### config.mk
export PLATFORM = sky130hd
export DESIGN_NAME = rr_mux
export DESIGN_NICKNAME = d
export VERILOG_FILES = /design/src/rtl/rr_mux.sv
export SDC_FILE = /design/constraint.sdc
export NUM_CORES = 1
export LEC_CHECK = 0
export CAP_MARGIN = 30
export CORE_MARGIN = 2
export CORE_UTILIZATION = 30
export DETAILED_ROUTE_END_ITERATION = 8
export PLACE_DENSITY = 0.66
export SYNTH_ARGS = -nofsm -noshare
export SYNTH_HDL_FRONTEND = slang
export SYNTH_SLANG_ARGS = --single-unit
### constraint.sdc
create_clock -name clk -period 8.6 [get_ports clk]
set_clock_uncertainty 0.15 [all_clocks]
set_input_delay 1.72 -clock clk [delete_from_list [all_inputs] [get_ports clk]]
set_output_delay 1.72 -clock clk [all_outputs]
set_load 0.1 [all_outputs]
### src/rtl/rr_mux.sv
// Registered N-to-1 multiplexer with round-robin or fixed-priority arbitration.
// One beat is held in the output register, and it is replaced back-to-back when downstream accepts it.
module rr_mux #(
   parameter  int WIDTH = 32,
   parameter  int N     = 4,
   parameter  int MODE  = 0,
   localparam int SELW  = ($clog2(N) < 1) ? 1 : $clog2(N)
) (
   input  logic               clk,
   input  logic               rst,
   input  logic [N*WIDTH-1:0] in_data,
   input  logic [N-1:0]       in_valid,
   output logic [N-1:0]       in_ready,
   output logic [WIDTH-1:0]   out_data,
   output logic [SELW-1:0]    out_sel,
   output logic               out_valid,
   input  logic               out_ready
);

   logic [WIDTH-1:0] r_out_data;
   logic [SELW-1:0]  r_out_sel;
   logic             r_out_valid;
   logic [SELW-1:0]  r_ptr;

   logic             w_load_en;
   logic [N-1:0]     w_grant;
   logic [SELW-1:0]  w_gidx;
   logic             w_any;
   logic [WIDTH-1:0] w_sel_data;

   assign w_load_en = !r_out_valid || out_ready;

   // The search visits channels in priority order and keeps the first valid one;
   // in round-robin mode the order starts at r_ptr and wraps.
   always_comb begin
      logic [SELW-1:0] w_idx;
      w_grant = '0;
      w_gidx  = '0;
      w_any   = 1'b0;
      w_idx   = '0;
      for (int unsigned k = 0; k < N; k++) begin
         if (MODE == 1) begin
            w_idx = SELW'(k);
         end else begin
            w_idx = SELW'((32'(r_ptr) + k) % N);
         end
         if (!w_any && in_valid[w_idx]) begin
            w_any          = 1'b1;
            w_grant[w_idx] = 1'b1;
            w_gidx         = w_idx;
         end
      end
   end

   always_comb begin
      w_sel_data = '0;
      for (int unsigned i = 0; i < N; i++) begin
         if (w_grant[i]) begin
            w_sel_data = in_data[i*WIDTH +: WIDTH];
         end
      end
   end

   assign in_ready = (rst || !w_load_en) ? '0 : w_grant;

   always_ff @(posedge clk) begin
      if (rst) begin
         r_out_data  <= '0;
         r_out_sel   <= '0;
         r_out_valid <= 1'b0;
         r_ptr       <= '0;
      end else if (w_load_en) begin
         if (w_any) begin
            r_out_data  <= w_sel_data;
            r_out_sel   <= w_gidx;
            r_out_valid <= 1'b1;
            if (MODE == 0) begin
               r_ptr <= (w_gidx == SELW'(N - 1)) ? '0 : w_gidx + 1'b1;
            end
         end else begin
            r_out_valid <= 1'b0;
         end
      end
   end

   assign out_data  = r_out_data;
   assign out_sel   = r_out_sel;
   assign out_valid = r_out_valid;

endmodule

After elaboration in Yosys (flattened, before gate mapping)
Cells that the tools add are included.

Register bits after elaboration: 37. ROM bits: 0. Memories kept: 0. Logic and storage cells: 70. Latch bits: 0. Bits in writable memories: 0.

Divide/modulo/power cells: 0. Multipliers: 0. Bitwise gates (word level): 3. Equality and inequality tests: 1. Shift operators: 0. Reduce and logical (&&, ||, !) cells: 15. $add $sub $neg: 4. Multiplexer cells: 35. Magnitude comparators: 8.

Operator list (number): 32-bit two-way mux (4); 4-bit two-way mux (5); 1-bit two-way mux (13); 2-bit by 3-bit less-than comparator with 1-bit output, second input constant (4); 4-bit OR (3); 2-bit two-way mux (5); 1-bit binary-select mux with 2-bit select (4); 1-bit demux with 2-bit select (4); 2-bit by 1-bit >= comparator with 1-bit output, second input constant (4); 1-bit logical AND (7); 1-bit logical NOT (5); 2-bit by 1-bit adder with 2-bit output, second input constant (2); 2-bit adder, second input constant (2); 2-bit == test, second input constant (1); 1-bit logical OR (2); 2-bit AND reduction (1).

Depth between registers and ports, before layout
Gate-level depths: netlist (run 1).

Word-level depth: 16. Gate-level depth with buffers: 12.

Least setup slack after synthesis (run 1)
OpenSTA, ideal clock, no wires.

Kind: in2out. Start: input port in_valid[1]. End: output port in_ready[3]. Slack: 2009 ps. Stages on the path: 9. Path buffers: 4. Arrival: 4721 ps. Cell sequence: mux4_2 > buf_2 > or4b_1 > clkbuf_1 > nor2_1 > buf_2 > buf_2 > nor2_1 > nor2_1.

Cells in the longest elaborated chain, start to end: 13. Elaborated cells on any way between the ends: 25.

RTL lines: start: declaration (RTL line 12) `input logic [N-1:0] in_valid,`; 1-bit binary-select mux with 2-bit select (RTL line 47) `if (!w_any && in_valid[w_idx]) begin`; 1-bit two-way mux (not written as such) (RTL line 47); 1-bit two-way mux (RTL line 47); 1-bit logical NOT (RTL line 47); 1-bit logical AND (RTL line 47); 1-bit two-way mux (RTL line 47); 1-bit logical NOT (RTL line 47); 1-bit logical AND (RTL line 47); 1-bit two-way mux (RTL line 47); 1-bit logical NOT (RTL line 47); 1-bit logical AND (RTL line 47); 4-bit two-way mux (*) (RTL line 47); 4-bit two-way mux (*) (RTL line 64) `assign in_ready = (rst || !w_load_en) ? '0 : w_grant;`; end: declaration (RTL line 13) `output logic [N-1:0] in_ready,`.

Every way passes the cells marked *; elsewhere a longest branch is shown, timed or not. The select of a mux whose other input is x is not followed.

Worst setup path in the final report (run 1)
Start: input port in_valid[3]. End: output port in_ready[0].

Same word-level chain as after synthesis.

==> results of run 1 <==
-- cells in the final DEF, fill, tap and decap left out, drive strengths merged --
| cell type | instances |
|---|---|
| nand3b | 3 |
| buf | 16 |
| a21oi | 8 |
| xnor2 | 1 |
| a31oi | 1 |
| nor2b | 5 |
| o41ai | 1 |
| a21o | 2 |
| bufinv | 1 |
| or4b | 1 |
| a21boi | 1 |
| nor4b | 1 |
| nor3 | 32 |
| dfxtp | 37 |
| o21a | 32 |
| nor4 | 32 |
| o21ai | 2 |
| a211oi | 64 |
| inv | 4 |
| a222oi | 1 |
| nand4b | 1 |
| ha | 7 |
| o221ai | 1 |
| nor3b | 33 |
| nor2 | 9 |
| or2 | 1 |
| a32oi | 1 |
| a2111oi | 32 |
| o21bai | 32 |
| nand4 | 1 |
| nand2 | 40 |
| clkbuf | 7 |
| a22o | 2 |
| a221o | 1 |
| clkdlybuf4s50 | 170 |
| o211ai | 3 |
| mux2i | 2 |
| mux4 | 4 |
| nand2b | 3 |
-- layer usage --
metal / vias up / routed length (µm) / track usage, %
met2: 200 / 6400 / 34.5
met3: 8 / 1070 / 4.32
met4: 0 / 105 / 4.23
met5: - / 0 / 0
li1: 2093 / - / -
met1: 1999 / 6020 / 27.6
-- worst max-delay path, delay by kind of cell --
| kind | cells | cell delay (ns) |
|---|---|---|
| compound gates | 1 | 0.19 |
| buf+inv | 2 | 1.69 |
| mux | 1 | 0.67 |
| simple gates | 2 | 0.62 |
-- cell families (layout without fill, tap and decap cells) --
kind of cell,Yosys count,count (layout),synth area share (%)
DFF,37,37,21.0
and+or+nand+nor,162,162,25.9
xor gates and xnor gates,1,1,0.249
buffers and inverters,63,198,7.28
AOI/OAI and AO/OA,184,184,39.9
adders and majority gates,7,7,2.49
muxes,6,6,3.13
-- power by group --
part	switching (mW)	leakage [nW]	internal (mW)
Clock	0.0792	0.0841	0.145
Sequential	0.0483	0.307	0.239
Combinational	1.18	1.42	0.568
Total	1.30	1.82	0.952
-- final cells by class --
type | instances | area, µm² | share of cell area, %
multi-input combinational | 360 | 2570 | 46.4
inverter | 4 | 15.0 | 0.271
timing repair buffer | 186 | 1860 | 33.6
sequential | 37 | 741 | 13.4
tap | 143 | 179 | 3.23
clock buffer | 7 | 143 | 2.57
clock inverter | 1 | 30.0 | 0.541
-- state kept, by name (all words and copies together), names as in the netlist, named ones only --
name       count
r_ptr          1
out_data      32
out_sel        2
out_valid      1
-- worst max-delay path by stage --
stage                startpoint     endpoint  slack [ns]  depth (start not counted)
floorplan           in_valid[1]  in_ready[3]        2.01                          9
global placement    in_valid[2]  in_ready[2]        1.80                          7
detailed placement  in_valid[3]  in_ready[0]        1.87                          6
CTS                 in_valid[3]  in_ready[0]        1.87                          6
global route        in_valid[3]  in_ready[0]        1.71                          6
finish              in_valid[3]  in_ready[0]        1.83                          6
-- metrics by stage --
step | cell area [µm²] | hold slack [ns]
2_1_floorplan | 3520 | 0.645
3_3_place_gp | 5300 | 0.305
3_5_place_dp | 5370 | 0.323
4_1_cts | 5550 | 0.336
5_1_grt | 5550 | 0.353
6_report | 5550 | 0.334
==> flow_metrics.env, run 1 <==
export IMPL_worstHoldStart="out_sel[0]"
export IMPL_whs_endpoint="out_sel[0]"
export IMPL_rr_worst_depth=9
export IMPL_place_gp_congestion=0.799
export IMPL_tritoncts="built"
export IMPL_cts_buffers_inserted=5
export IMPL_max_stage_delay_ns=1.17
export IMPL_drive_above_1_share_pct=5.88
export IMPL_fin_crit_ns=6.77
export IMPL_synth_distinct_cells=39
export IMPL_yosys_top_cells_count="64 x a211oi_1, 46 x clkbuf_1, 40 x nand2_1"
export IMPL_grt_setup_unrepaired="no"
export IMPL_layout_setup_ws_ns=1.83
export IMPL_instances_no_fill=738
export IMPL_num_io_pins=174
export IMPL_max_freq_mhz=148
export IMPL_core_rowCount=39
export IMPL_vias=4300
export IMPL_clkTransAtPathRegs_ns=0.06
export IMPL_cts_root_buf="clkbuf_16"
export IMPL_ctsResizeCount=0
export IMPL_synthCells=460
export IMPL_min_path_cells=2
export IMPL_cts_hold_buffers=0
export IMPL_dieHeight_um=112
export IMPL_track_usage_pct=20.6
export IMPL_diodes=0
export IMPL_drc=0
export IMPL_core_area_um2=11400
export IMPL_ir_drop_mv=0.333
export IMPL_synth_most_common_cell="a211oi_1"
export IMPL_endpoint_kind="primary output"
export IMPL_netlist_area_um2=3520
export IMPL_drt_iter0_drc=287
export IMPL_die_w_um=112
export IMPL_clock_latency_ns=0.28
export IMPL_worstSetupPathType="primary input to primary output"
export IMPL_syn_nets=602
export IMPL_synth_area_leader_cell="dfxtp_1"
export IMPL_power_density_nw_per_um2=407
export IMPL_cp_slowest_cell="clkdlybuf4s50_1"
export IMPL_maxCapViolations=0
export IMPL_synth_edf_count=0
export IMPL_synth_area_leaders="dfxtp_1 21%, a211oi_1 14%, a2111oi_0 8.0%"
export IMPL_setup_violations=0
export IMPL_crit_chain="clkdlybuf4s50_1, mux4_2, nor4b_2, nand2_1, a21oi_1, clkdlybuf4s50_1"
export IMPL_numClockSinks=37
export IMPL_postCtsSetupBuffers=0
export IMPL_grt_pass1_wl_mm=21.6
export IMPL_finalCritPeriodShare_pct=78.7
export IMPL_fin_tns_setup_ns=0
export IMPL_dpl_worst_slack_ns=1.87
export IMPL_crit_top_cell="clkdlybuf4s50_1"
export IMPL_ys_flop_type="dfxtp_1"
export IMPL_synth_top_area_share_pct=21.0
export IMPL_synthArstFlopShare_pct=0
export IMPL_hold_viol_final=0
export IMPL_h_tree_depth=2
export IMPL_maxSlewViolCount=0
export IMPL_hpwlAfterDp_mm=9.72
export IMPL_arrival_ns=4.90
export IMPL_path_max_fanout=14
export IMPL_viasPerCell=5.83
export IMPL_grt_ovfl_total=0
export IMPL_ys_ff_latch=37
export IMPL_start_util_pct=30.8
export IMPL_r2r_end="out_data[4]"
export IMPL_hp_class="flip-flop to flip-flop"
export IMPL_routedWlPerCell_um=18.4
export IMPL_grt_max_degree=65
export IMPL_cp_required_ns=6.73
export IMPL_rrSetupSlack_ns=4.23
export IMPL_dp_cells=730
export IMPL_fill_cells=1133
export IMPL_drt_total_wl_mm=13.6
export IMPL_syn_area_per_cell_um2=7.65
export IMPL_run_status="completed"
export IMPL_layout_nets=736
export IMPL_clk_path_buf_depth=2
export IMPL_first_global_vias=4153
export IMPL_worst_pin_slew_ns=1.00
export IMPL_ys_seq_area_share_pct=21.0
export IMPL_firstDrtPassIters=4
export IMPL_p_total_mw=2.26
export IMPL_yosys_warnings=0
export IMPL_area_delta_synth_final_pct=57.5
export IMPL_die_area_um2=12600
export IMPL_max_slew_margin_pct=32.9
export IMPL_leakagePower_nw=1.82
export IMPL_cp_start_kind="primary input"
export IMPL_grt_antenna_before_repair=0
export IMPL_ant_nets=0
export IMPL_post_route_util_pct=48.6
export IMPL_io_buffers=173
(Power assumes the default switching activity.)
==> run 2: changes to the inputs <==
--- a/config.mk
+++ b/config.mk
@@ -9,7 +9,7 @@
 export CORE_MARGIN = 2
 export CORE_UTILIZATION = 30
 export DETAILED_ROUTE_END_ITERATION = 8
-export PLACE_DENSITY = 0.66
+export PLACE_DENSITY = 0.68
 export SYNTH_ARGS = -nofsm -noshare
 export SYNTH_HDL_FRONTEND = slang
 export SYNTH_SLANG_ARGS = --single-unit
==> constraint.sdc (replaced) <==
create_clock -name clk -period 5.7 [get_ports clk]
set_clock_uncertainty 0.15 [all_clocks]
set_input_delay 1.14 -clock clk [delete_from_list [all_inputs] [get_ports clk]]
set_output_delay 1.14 -clock clk [all_outputs]
set_load 0.1 [all_outputs]
==> flow_metrics.env, run 2 (same netlist as run 1, synthesis figures left out) <==
export IMPL_cts_buffers_inserted=5
export IMPL_dpl_worst_slack_ns=0.891
export IMPL_grt_busiest_layer="met2"
export IMPL_core_rowCount=39
export IMPL_endpoint_kind="primary output"
export IMPL_die_w_um=112
export IMPL_finalCritPeriodShare_pct=84.8
export IMPL_core_area_um2=11400
export IMPL_ctsResizeCount=0
export IMPL_post_route_util_pct=48.5
export IMPL_layout_nets=738
export IMPL_postCtsSetupBuffers=0
export IMPL_ant_nets=0
export IMPL_worst_pin_slew_ns=1.01
export IMPL_h_tree_depth=2
export IMPL_layout_setup_ws_ns=0.867
export IMPL_hold_viol_final=0
export IMPL_diodes=0
export IMPL_num_io_pins=174
export IMPL_power_density_nw_per_um2=615
export IMPL_fin_crit_ns=4.83
export IMPL_arrival_ns=3.54
export IMPL_drt_total_wl_mm=14.5
export IMPL_grt_use_met2_pct=37.6
export IMPL_place_gp_congestion=0.868
export IMPL_swShare_pct=59.2
export IMPL_mostFrequentLayoutCells="169 x clkdlybuf4s50_1, 64 x a211oi_1, 40 x nand2_1, 37 x dfxtp_1, 33 x nor3b_1"
export IMPL_clock_power_share_pct=8.5
export IMPL_start_util_pct=30.8
export IMPL_drt_iter0_drc=317
export IMPL_dp_cells=731
export IMPL_routedWlPerCell_um=19.6
export IMPL_grt_pass1_wl_mm=23.5
export IMPL_max_freq_mhz=207
export IMPL_whs_ns=0.324
export IMPL_p_comb_share_pct=78.8
export IMPL_cts_root_buf="clkbuf_16"
export IMPL_vias=4432
export IMPL_drive_above_1_share_pct=6.38
export IMPL_io_buffers=173
export IMPL_track_usage_pct=22.6
export IMPL_firstDrtPassIters=5
export IMPL_first_global_vias=4485
export IMPL_leakagePower_nw=1.81
export IMPL_drc=0
export IMPL_pwr_share_seq_pct=12.6
export IMPL_p_total_mw=3.41
export IMPL_worstSetupPathType="primary input to primary output"
export IMPL_run_status="completed"
export IMPL_mostFrequentLayoutCell="clkdlybuf4s50_1"
export IMPL_tritoncts="built"
export IMPL_viasPerCell=6.00
export IMPL_cp_start_kind="primary input"
export IMPL_clk_path_buf_depth=2
export IMPL_fin_tns_setup_ns=0
export IMPL_numClockSinks=37
export IMPL_cts_hold_buffers=0
export IMPL_die_area_um2=12600
export IMPL_grt_max_degree=65
export IMPL_path_max_fanout=14
export IMPL_maxCapViolations=0
export IMPL_use_met1_pct=30.3
export IMPL_grt_setup_unrepaired="no"
export IMPL_postPlaceCellArea_um2=5380
export IMPL_max_slew_margin_pct=32.2
export IMPL_hpwlAfterDp_mm=9.63
export IMPL_ir_drop_mv=0.797
export IMPL_fin_area_um2=5540
export IMPL_p_int_mw=1.39
export IMPL_grt_antenna_before_repair=0
export IMPL_dieHeight_um=112
export IMPL_met3_usage_pct=5.08
export IMPL_power_net_switching_mw=2.02
export IMPL_clock_latency_ns=0.28
export IMPL_maxSlewViolCount=0
export IMPL_fill_cells=1129
export IMPL_instances_no_fill=739
export IMPL_clkTransAtPathRegs_ns=0.06
export IMPL_hp_class="flip-flop to flip-flop"
export IMPL_largest_reg_flops=32
export IMPL_area_delta_synth_final_pct=57.2
export IMPL_cp_required_ns=4.41
export IMPL_grt_ovfl_total=0
export IMPL_setup_violations=0
==> run 2: final timing paths <==
check | from | end | slack (ns) | cells past startpoint
min | out_sel[0] | out_sel[0] | 0.32 | 2
max | in_valid[3] | in_ready[3] | 0.87 | 7
min reg2reg | out_sel[0] | out_sel[0] | 0.32 | 2
max reg2reg | flip-flop | out_data[27] | 1.67 | 9
==> run 2: power by group through the flow <==
stage,combinational [mW],sequential (mW),clock (mW)
2_1_floorplan,1.34,1.04,0
3_3_place_gp,2.63,0.432,0
3_5_place_dp,2.66,0.436,0
4_1_cts,2.67,0.432,0.298
5_1_grt,2.89,0.445,0.305
6_report,2.68,0.430,0.291
==> run 2: cell type report <==
type | count | area [µm²] | share of cell area, %
Clock buffer | 6 | 139 | 2.51
Clock inverter | 1 | 7.51 | 0.136
Inverter | 4 | 15.0 | 0.271
Multi-Input combinational cell | 360 | 2580 | 46.6
Sequential cell | 37 | 741 | 13.4
Tap cell | 143 | 179 | 3.23
Timing Repair Buffer | 188 | 1880 | 33.9
==> run 2: critical path, cell delays in order <==
cell             delay, ns
clkdlybuf4s50_1       0.52
mux4_2                0.68
or4b_1                0.64
nor2_4                0.12
nor2_1                0.05
nor2_1                0.18
buf_12                0.21
==> run 2: per-layer routing <==
metal | share of wire [%] | wire (µm)
met3 | 8.0 | 1160
met2 | 47 | 6820
met5 | 0 | 0
met4 | 1.2 | 174
met1 | 44 | 6350
==> run 3: changes to the inputs <==
--- a/config.mk
+++ b/config.mk
@@ -9,7 +9,7 @@
 export CORE_MARGIN = 2
 export CORE_UTILIZATION = 30
 export DETAILED_ROUTE_END_ITERATION = 8
-export PLACE_DENSITY = 0.68
+export PLACE_DENSITY = 0.66
 export SYNTH_ARGS = -nofsm -noshare
 export SYNTH_HDL_FRONTEND = slang
 export SYNTH_SLANG_ARGS = --single-unit
==> constraint.sdc (replaced) <==
create_clock -name clk -period 4.49 [get_ports clk]
set_clock_uncertainty 0.15 [all_clocks]
set_input_delay 0.898 -clock clk [delete_from_list [all_inputs] [get_ports clk]]
set_output_delay 0.898 -clock clk [all_outputs]
set_load 0.1 [all_outputs]
==> flow_metrics.env, run 3 (same netlist as run 1, synthesis figures left out) <==
export IMPL_viasPerCell=5.84
export IMPL_cts_buffers_inserted=5
export IMPL_power_density_nw_per_um2=777
export IMPL_maxSlewViolCount=0
export IMPL_crit_chain="clkdlybuf4s50_1, mux4_2, nor2b_4, a21oi_1, a21o_1, nor2b_2, buf_12"
export IMPL_crit_family="simple AND/OR/NAND/NOR gates"
export IMPL_cts_hold_buffers=0
export IMPL_mostFrequentLayoutCells="169 x clkdlybuf4s50_1, 64 x a211oi_1, 40 x nand2_1, 37 x dfxtp_1, 33 x nor3b_1"
export IMPL_worst_path_buf_inv=2
export IMPL_ir_drop_mv=0.633
export IMPL_cp_slowest_cell="nor2b_4"
export IMPL_setup_violations=0
export IMPL_drt_iter0_drc=285
export IMPL_fin_tns_setup_ns=0
export IMPL_layout_nets=740
export IMPL_tritoncts="built"
export IMPL_max_stage_delay_ns=0.67
export IMPL_vias=4330
export IMPL_grt_pass1_wl_mm=22.8
export IMPL_run_status="completed"
export IMPL_ctsResizeCount=0
export IMPL_routedWlPerCell_um=19.3
export IMPL_dieHeight_um=112
export IMPL_track_usage_pct=21.8
export IMPL_io_buffers=173
export IMPL_ant_nets=0
export IMPL_h_tree_depth=2
export IMPL_core_area_um2=11400
export IMPL_postCtsSetupBuffers=0
export IMPL_worst_pin_slew_ns=1.00
export IMPL_fin_area_um2=5610
export IMPL_max_slew_margin_pct=33.0
export IMPL_grt_setup_unrepaired="no"
export IMPL_cp_required_ns=3.44
export IMPL_p_total_mw=4.36
export IMPL_drive_above_1_share_pct=7.51
export IMPL_drt_total_wl_mm=14.3
export IMPL_num_io_pins=174
export IMPL_max_freq_mhz=236
export IMPL_die_area_um2=12600
export IMPL_start_util_pct=30.8
export IMPL_hold_viol_final=0
export IMPL_largest_reg_flops=32
export IMPL_place_gp_congestion=0.852
export IMPL_maxCapViolations=0
export IMPL_core_rowCount=39
export IMPL_finalCritPeriodShare_pct=94.2
export IMPL_hp_class="flip-flop to flip-flop"
export IMPL_dp_cells=734
export IMPL_grt_antenna_before_repair=0
export IMPL_diodes=0
export IMPL_instances_no_fill=742
export IMPL_clk_path_buf_depth=2
export IMPL_hpwlAfterDp_mm=9.92
export IMPL_drc=0
export IMPL_grt_ovfl_total=0
export IMPL_firstDrtPassIters=7
export IMPL_clkTransAtPathRegs_ns=0.06
export IMPL_post_route_util_pct=49.1
export IMPL_leakagePower_nw=1.84
export IMPL_fin_crit_ns=4.23
export IMPL_path_max_fanout=33
export IMPL_worstSetupPathType="primary input to primary output"
export IMPL_cp_start_kind="primary input"
export IMPL_clock_latency_ns=0.28
export IMPL_mostFrequentLayoutCell="clkdlybuf4s50_1"
export IMPL_numClockSinks=37
export IMPL_cts_root_buf="clkbuf_16"
export IMPL_endpoint_kind="primary output"
export IMPL_area_delta_synth_final_pct=59.3
export IMPL_die_w_um=112
export IMPL_postPlaceCellArea_um2=5460
export IMPL_arrival_ns=3.18
export IMPL_grt_max_degree=65
export IMPL_first_global_vias=4314
run 3: worst register-to-register path, cell delays in order, from the launching register on:
cell       delay, ns
dfxtp_1         0.56
inv_1           0.17
ha_1            0.43
mux4_2          0.41
or4b_1          0.59
nor2_4          0.11
buf_4           0.56
o21a_1          0.27
a2111oi_0       0.06
a211oi_1        0.28
run 3: per-layer routing:
| metal | track usage [%] | wire length, µm | share of wire [%] | vias up |
|---|---|---|---|---|
| li1 | - | - | - | 2092 |
| met1 | 29.4 | 6380 | 45 | 2038 |
| met2 | 36.4 | 6660 | 47 | 186 |
| met3 | 4.70 | 1100 | 7.7 | 14 |
| met4 | 3.98 | 159 | 1.1 | 0 |
| met5 | 0 | 0 | 0 | - |
run 3: area by class of cell:
cell class              instances  area (µm²)
multi-input cells             360        2590
clock inverters                 2        13.8
clock buffers                   6         139
well taps                     143         179
repair buffers                190        1930
fillers                      1112        5810
flip-flops and latches         37         741
inverters                       4        15.0
run 3: path summary, 6_finish.rpt:
path | from | slack, ns | depth (start not counted) | end
max reg2reg | r_ptr[1] | 0.81 | 9 | out_data[2]
min reg2reg | out_sel[0] | 0.31 | 2 | out_sel[0]
max | in_valid[2] | 0.26 | 7 | in_ready[2]
min | out_sel[0] | 0.31 | 2 | out_sel[0]
run 3: per-stage QoR:
stage          hold WS (ns)  setup WS, ns
2_1_floorplan         0.645       -0.0146
3_3_place_gp          0.306         0.339
3_5_place_dp          0.302         0.266
4_1_cts               0.317         0.262
5_1_grt               0.366        0.0768
6_report              0.313         0.258
run 3: where the power goes:
group | internal, mW | switching, mW | leakage [nW] | total (mW)
combinational | 1.14 | 2.32 | 1.46 | 3.46
clock | 0.221 | 0.154 | 0.0768 | 0.375
sequential | 0.457 | 0.0684 | 0.307 | 0.525
total | 1.82 | 2.54 | 1.84 | 4.36
==> edit, RTL diff (flow settings as in run 2) <==
Reset style: asynchronous (`rst`), changed in one clocked block.
--- a/src/rtl/rr_mux.sv
+++ b/src/rtl/rr_mux.sv
@@ -63,7 +63,7 @@
 
    assign in_ready = (rst || !w_load_en) ? '0 : w_grant;
 
-   always_ff @(posedge clk) begin
+   always_ff @(posedge clk or posedge rst) begin
       if (rst) begin
          r_out_data  <= '0;
          r_out_sel   <= '0;
Check against the original RTL: differs if rst is asserted again (counterexample within 4 cycles, from zero or initial values and one cycle with rst high); with rst held inactive, the same outputs for 4 cycles.
==> edit against run 2 <==
Routed wire length down 26%. Sequential cell count unchanged. Critical endpoint is now in_ready[1]. Total power down 2.6%. Final area down 14%. Area after synthesis down 18%. Combinational power down 2%. Critical path depth unchanged. Via count down 30%. Highest routed layer unchanged. Setup slack worse by 110 ps. Utilization up 2.6 points.
==> edit: results (changes against run 2) <==
.. list-table::
   :header-rows: 1

   * - Metric
     - Value
   * - Status
     - finished clean
   * - Proportion of register bits with asynchronous set or reset after synthesis
     - 100% (+100 points)
   * - Final number of setup-violating endpoints
     - 0 (unchanged)
   * - Crit-path slowest cell
     - sky130_fd_sc_hd__clkdlybuf4s50_1
   * - Drt first-iter violations
     - 127 (-60%)
   * - Layout cell share with drive strength beyond 1
     - 14.4% (+8.1 points)
   * - Number of vias per cell
     - 5.42 (-9.6%)
   * - Maximum buffer depth of the clock tree
     - 2 (unchanged)
   * - Portion of the post-synthesis area used by sequential elements
     - 32.2% (+11 points)
   * - Via count of the first global-routing pass
     - 3,150 (-30%)
   * - Clock root buffer master
     - sky130_fd_sc_hd__clkbuf_8
   * - Total Wirelength
     - 10,700 µm (-26%)
   * - Number of cells traversed by the worst hold path
     - 1 (-1)
   * - Number of nets produced by synthesis
     - 430 (-29%)
   * - Cell types occupying the most area after synthesis
     - sky130_fd_sc_hd__dfrtp_1 32%, sky130_fd_sc_hd__a22oi_2 13%, sky130_fd_sc_hd__o221ai_1 10%, sky130_fd_sc_hd__a22oi_1 9.1%, sky130_fd_sc_hd__nand2_1 5.0%
   * - Cell depth of the worst flop-to-flop path
     - 8 (-1)
   * - First-pass iteration count of the detailed router
     - 5 (unchanged)
   * - Post-layout net count
     - 584 (-21%)
   * - Register-to-register setup slack
     - 1370 ps (-300 ps)
   * - Count of input and output buffers
     - 173 (unchanged)
   * - Worst flop-to-flop path endpoint
     - out_data[14]
   * - Static leakage
     - 1.79 nW (-1.3%)
   * - Sum of negative setup slack
     - 0 ps (unchanged)
   * - First-pass GRT wire length
     - 16,100 µm (-32%)
   * - Maximum number of pins on one net before global-route repair
     - 38 (-42%)
   * - Clock latency on the worst-skew pair
     - between 200 and 300 ps
   * - Prevailing post-synth register cell
     - sky130_fd_sc_hd__dfrtp_1
   * - RePlAce Congestion
     - 0.865 (-0.40%)
   * - Min-delay src
     - out_sel[1]
   * - Overall fraction of global-route tracks in use
     - 19.7% (-2.8 points)
   * - Initial antenna violation count
     - 0 (unchanged)
   * - Worst path arrival time
     - 3660 ps (+120 ps)
   * - Highest net fanout along the worst path
     - 15 (+1)
   * - Slowest Stage Delay on Critical Path
     - 680 ps (about the same)
   * - Worst IR drop on VDD
     - 0.390 mV (-51%)
   * - Top cell types by occurrence after synthesis
     - 38 x sky130_fd_sc_hd__nand2_1, 37 x sky130_fd_sc_hd__dfrtp_1, 35 x sky130_fd_sc_hd__a22oi_1
   * - Post-detail-place hpwl
     - 7820 µm (-19%)
   * - Distinct cell type count of the synthesized netlist
     - 53 (+36%)
   * - Worst Tran Pin Value
     - 1020 ps (+4.25 ps)
   * - Endpoint of the worst hold path
     - out_sel[1]
   * - Number of inserted filler cells in the final layout
     - 873 (-23%)
   * - Worst hold-check path type
     - flip-flop to flip-flop
==> edit: cell families after synthesis <==
logic type	Yosys count	synth area share (%)
AO/OA/AOI/OAI	131	41.8
AND/OR/NAND/NOR	68	11.9
buffers and inverters	38	7.19
flip-flops	37	32.2
adder cells (fa/ha/maj)	7	3.05
multiplexers	6	3.48
XOR/XNOR	1	0.305
==> edit: final cells by class <==
class	instances	share of cell area [%]
Timing Repair Buffer	178	37.4
Inverter	7	0.554
Multi-Input combinational cell	213	37.1
Tap cell	129	3.40
Clock inverter	2	0.290
Clock buffer	6	1.74
Sequential cell	37	19.5
==> edit: per-layer routing <==
metal | part of all wire [%] | GRT usage (%) | up-vias
li1 | - | - | 1453
met1 | 40 | 24.0 | 1512
met2 | 50 | 35.6 | 126
met3 | 8.2 | 4.38 | 10
met4 | 1.1 | 4.72 | 0
met5 | 0 | 0 | -
==> edit: power breakdown <==
group          switching [mW]  internal [mW]
clock                  0.0975         0.0981
sequential             0.0980          0.397
combinational            1.84          0.788
==> edit: worst max-delay path by stage <==
stage	from	end	slack [ps]
final	in_valid[1]	in_ready[1]	750
after global routing	flip-flop	in_ready[1]	490
after CTS	in_valid[0]	in_ready[3]	760
after detailed placement	in_valid[1]	in_ready[1]	760
after global placement	in_valid[0]	in_ready[3]	850
after floorplan	in_valid[2]	in_ready[1]	570
==> edit: metrics by stage <==
step           utilization, %  hold WS (ps)  worst slack, ps  std cells  cell area, µm²
2_1_floorplan               -           594              568        288            2870
5_1_grt                  51.1           357              494        572            4740
6_report                 51.1           343              755        572            4740
3_3_place_gp             50.0           312              847        564            4650
3_5_place_dp             50.0           334              760        564            4650
4_1_cts                  51.1           349              764        572            4740
